$ cat config.mk
export PLATFORM = sky130hd
export DESIGN_NAME = prbs
export DESIGN_NICKNAME = d
export VERILOG_FILES = /design/src/rtl/prbs_pkg.sv /design/src/rtl/prbs.sv
export SDC_FILE = /design/constraint.sdc
export NUM_CORES = 1
export LEC_CHECK = 0
export ABC_CLOCK_PERIOD_IN_PS = 1520
export CAP_MARGIN = 10
export CORE_MARGIN = 3
export CORE_UTILIZATION = 48
export DETAILED_ROUTE_END_ITERATION = 16
export PLACE_DENSITY_LB_ADDON = 0.25
export SETUP_SLACK_MARGIN = 0.02
export SKIP_CTS_REPAIR_TIMING = 1
export SYNTH_ARGS = -nofsm -noshare
export SYNTH_HDL_FRONTEND = slang
export SYNTH_SLANG_ARGS = --single-unit
$ cat constraint.sdc
create_clock -name clk -period 1.52 [get_ports clk]
set_input_delay 0.228 -clock clk [delete_from_list [all_inputs] [get_ports clk]]
set_output_delay 0.228 -clock clk [all_outputs]
set_load 0.01 [all_outputs]
$ cat src/rtl/prbs_pkg.sv
// Shared constants and the word-advance function for the PRBS23 generator.
// Polynomial x^23 + x^18 + 1, Fibonacci form, 17 serial steps per output word.
package prbs_pkg;

  localparam int unsigned StateW = 23;
  localparam int unsigned WordW  = 17;
  localparam int unsigned TapA   = 23;
  localparam int unsigned TapB   = 18;

  localparam logic [StateW-1:0] DefaultSeed = 23'h7FFFFF;

  // Fallback used whenever a load would otherwise put the LFSR in its all-zero lock-up state.
  function automatic logic [StateW-1:0] prbs_load_value(input logic [StateW-1:0] seed);
    return (seed == '0) ? DefaultSeed : seed;
  endfunction

  // Unrolled serial steps: b = s[22] ^ s[17]; s = {s[21:0], b}. The first generated bit
  // ends up in bit WordW-1, the last one in bit 0.
  function automatic logic [StateW-1:0] prbs_advance(input logic [StateW-1:0] s);
    logic [StateW-1:0] t;
    t = s;
    for (int i = 0; i < int'(WordW); i++) begin
      t = {t[StateW-2:0], t[TapA-1] ^ t[TapB-1]};
    end
    return t;
  endfunction

endpackage

$ cat src/rtl/prbs.sv
// PRBS23 word generator.
// Produces one 17-bit word of the x^23 + x^18 + 1 stream per enabled clock.
// Ports:
//   clk   - clock, all logic rising-edge
//   reset - synchronous active-high reset, loads SEED and clears data
//   en    - advance one word per clock while high
//   init  - synchronous reload of SEED and clear of data (below reset in priority)
//   data  - registered word, bit 16 oldest stream bit, bit 0 newest
module prbs
  import prbs_pkg::*;
#(
  parameter logic [22:0] SEED = 23'h7FFFFF
) (
  input  logic        clk,
  input  logic        reset,
  input  logic        en,
  input  logic        init,
  output logic [16:0] data
);

  localparam logic [StateW-1:0] LoadSeed = prbs_load_value(SEED);

  logic [StateW-1:0] state_q, state_d;
  logic [WordW-1:0]  data_q, data_d;

  always_comb begin
    state_d = state_q;
    data_d  = data_q;
    if (init) begin
      state_d = LoadSeed;
      data_d  = '0;
    end else if (en) begin
      // All-zero state never leaves itself; restart from the fallback seed instead.
      state_d = (state_q == '0) ? DefaultSeed : prbs_advance(state_q);
      data_d  = state_d[WordW-1:0];
    end
  end

  always_ff @(posedge clk) begin
    if (reset) begin
      state_q <= LoadSeed;
      data_q  <= '0;
    end else begin
      state_q <= state_d;
      data_q  <= data_d;
    end
  end

  assign data = data_q;

endmodule

==> run metrics <==
outcome=finished, violations left; failing checks=setup timing; Post-synth ARST share=0%; grt ovf=0; Clk pin slew, worst setup/hold paths=0.12 ns; post-synthesis sequential area ratio=between 40% and 50%; Setup WS pre-CTS=-0.06917 ns; Power Total=0.002064 W; Yosys warning count=0; Detail Route Antenna Nets=0; Max transition margin=71.33%; WP data arrival=about 1.8 ns; Area Growth Syn to Fin=34.27%; area share of the largest cell type after synthesis=49.96%; critical path capture point type=register; CP Max Fanout=17; HPWL after detailed placement=roughly 2600 um; synth top area cells=dfxtp_1, xnor2_1, a21oi_1; Worst Path Required=between 1.5 and 2 ns; CTS tree=done; reg-to-reg startpoint=state_q[8]; Cell Area, Synth=between 0.0015 and 0.002 mm^2; fin area=around 0.0022 mm^2; die height=between 60 and 70 um; Worst path top cell family by delay=simple AND/OR/NAND/NOR gates; worst setup margin=-0.01357 ns; reg2reg path depth=4; critical path's largest stage delay=0.57 ns; port buffer count=20; DIE AREA=slightly above 0.004 mm^2; CTS Buf Count=5; critical path's slowest cell=or4_4; # setup viols final=4; Syn Area/Cell=approximately 9 um^2; syn nets=~180; reg2reg end=data[16]; Synth Register Bits=40; fin crit period=about 1.5 ns; gpl congestion=around 0.86; Pwr per Cell Area=about 960 mW/mm^2; most common cell in the netlist=dfxtp_1; routed vias=around 1400; maximum vdd drop=0.0005715 V; DRC violations left=0; slew of the pin with the lowest slew margin=approximately 0.43 ns; placed standard-cell area=between 0.0015 and 0.002 mm^2; crit path from=state_q[8]; reg-to-reg slack, setup=-0.01 ns; I/O pin cnt=21; routed len/inst=about 15 um; top_reg_cell synth=dfxtp_1; # H-tree levels=2; Crit path buffers/inverters=0; row count=20; final hold vios=0; # fillers=approximately 250; Initial Util=approximately 50%; nets@finish=215; clk_lat worst skew=0.35 ns; most frequent cells after synthesis=dfxtp_1, nor2_1, a21oi_1, o21ai_0, xnor2_1; Yosys cell types=21; DRC marker count from the first detailed-route iteration=just over 100; Clk Tree Root Cell=clkbuf_4; Setup Skew=~0.011 ns; Max clock buf depth=2; Total GRT Usage=between 10% and 20%; largest net degree at the start of global routing=35; CP Class=reg2reg; vias in the first global route=around 1300; period utilization=100.9%; Max-cap violations=0; critical path startpoint category=register; clock sink total=40; Via density=5.430; initial antenna violation count=0; Routed WL=between 3000 and 4000 um; die extent in x=approximately 64 um; Achievable Freq=around 650 MHz; Crit path depth=4; Core Box Area=around 0.0031 mm^2; Slew Viols, Final=0; first-pass GRT wire length=approximately 6300 um; Synth area leader=dfxtp_1; critical-path cell list=or4_4 > nor2_8 > nand2_8 > a31oi_1; synthesized instance count=174; ant diodes=0; share of cells above drive strength 1=about a quarter; drt first pass iters=4; RSZ-0062 raised after global routing=yes; Pleak=slightly above 1 nW; Post-synth EDFFs=0; Worst Setup EP=data[16]; Hold Path Class=reg2reg
## worst min-delay path: stages, from the launching register on
cell,delay (ns)
dfxtp_1,0.34
nor2_1,0.10
a21oi_1,0.05
## worst min path at each step
stage,startpoint,endpoint,slack (ns),cells after the start
floorplan,init,data[0],0.44,3
global placement,state_q[0],state_q[0],0.50,2
detailed placement,state_q[0],state_q[0],0.50,2
CTS,state_q[0],state_q[0],0.52,2
global route,state_q[0],state_q[0],0.54,2
finish,state_q[0],state_q[0],0.52,2
## layout make-up
cell class / instances / area (um^2) / area share [%]
Tap cell: 44 / 55.05 / 2.558
Sequential cell: 40 / 803.3 / 37.33
Timing Repair Buffer: 41 / 401.6 / 18.66
Multi-Input combinational cell: 123 / 812.0 / 37.73
Clock inverter: 3 / 42.54 / 1.977
Clock buffer: 5 / 37.54 / 1.744
## routing by layer
layer  vias up  track usage [%]  wire [um]
li1        689                -          -
met1       666            26.29       1754
met2        31            31.61       1967
met3         4            5.448        189
met4         0            6.469         46
met5         -                0          0
## state kept, by name, summed over array words and instances (netlist names)
register and flops:
data 17, state_q 23
## cells in the final DEF (no fill, tap or decap), drive strengths merged, types with 2 or more instances in the layout
cell	count
dfxtp	40
nor2	25
a21oi	25
o21ai	23
buf	21
xnor2	17
a31oi	17
dlymetal6s2s	16
nand2b	6
clkbuf	5
clkdlybuf4s50	4
nor4	3
or4	2
nand2	2
## logic make-up after synthesis
logic type / count (synthesis) / share of synthesized area, %
buffers and inverters: 12 / 3.981
AND/OR/NAND/NOR: 41 / 13.97
AO/OA/AOI/OAI: 64 / 22.79
flip-flops: 40 / 49.96
XOR/XNOR: 17 / 9.289
## where the power goes
group / switching [W] / internal, W
Combinational: 0.000133 / 0.000115
Sequential: 0.0000283 / 0.00109
Clock: 0.000352 / 0.000343
Total: 0.000513 / 0.00155
## stage by stage
step	util (%)	hold slack [ns]	cells	TNS (ns)
2_1_floorplan	-	0.4355	174	0
3_3_place_gp	62.44	0.5046	247	-0.5561
3_5_place_dp	62.44	0.5036	247	-0.7275
4_1_cts	65.00	0.5234	255	-0.4027
5_1_grt	68.80	0.5419	256	-1.201
6_report	68.80	0.5236	256	-0.01959
No activity file was read; power rests on OpenSTA's default activity.
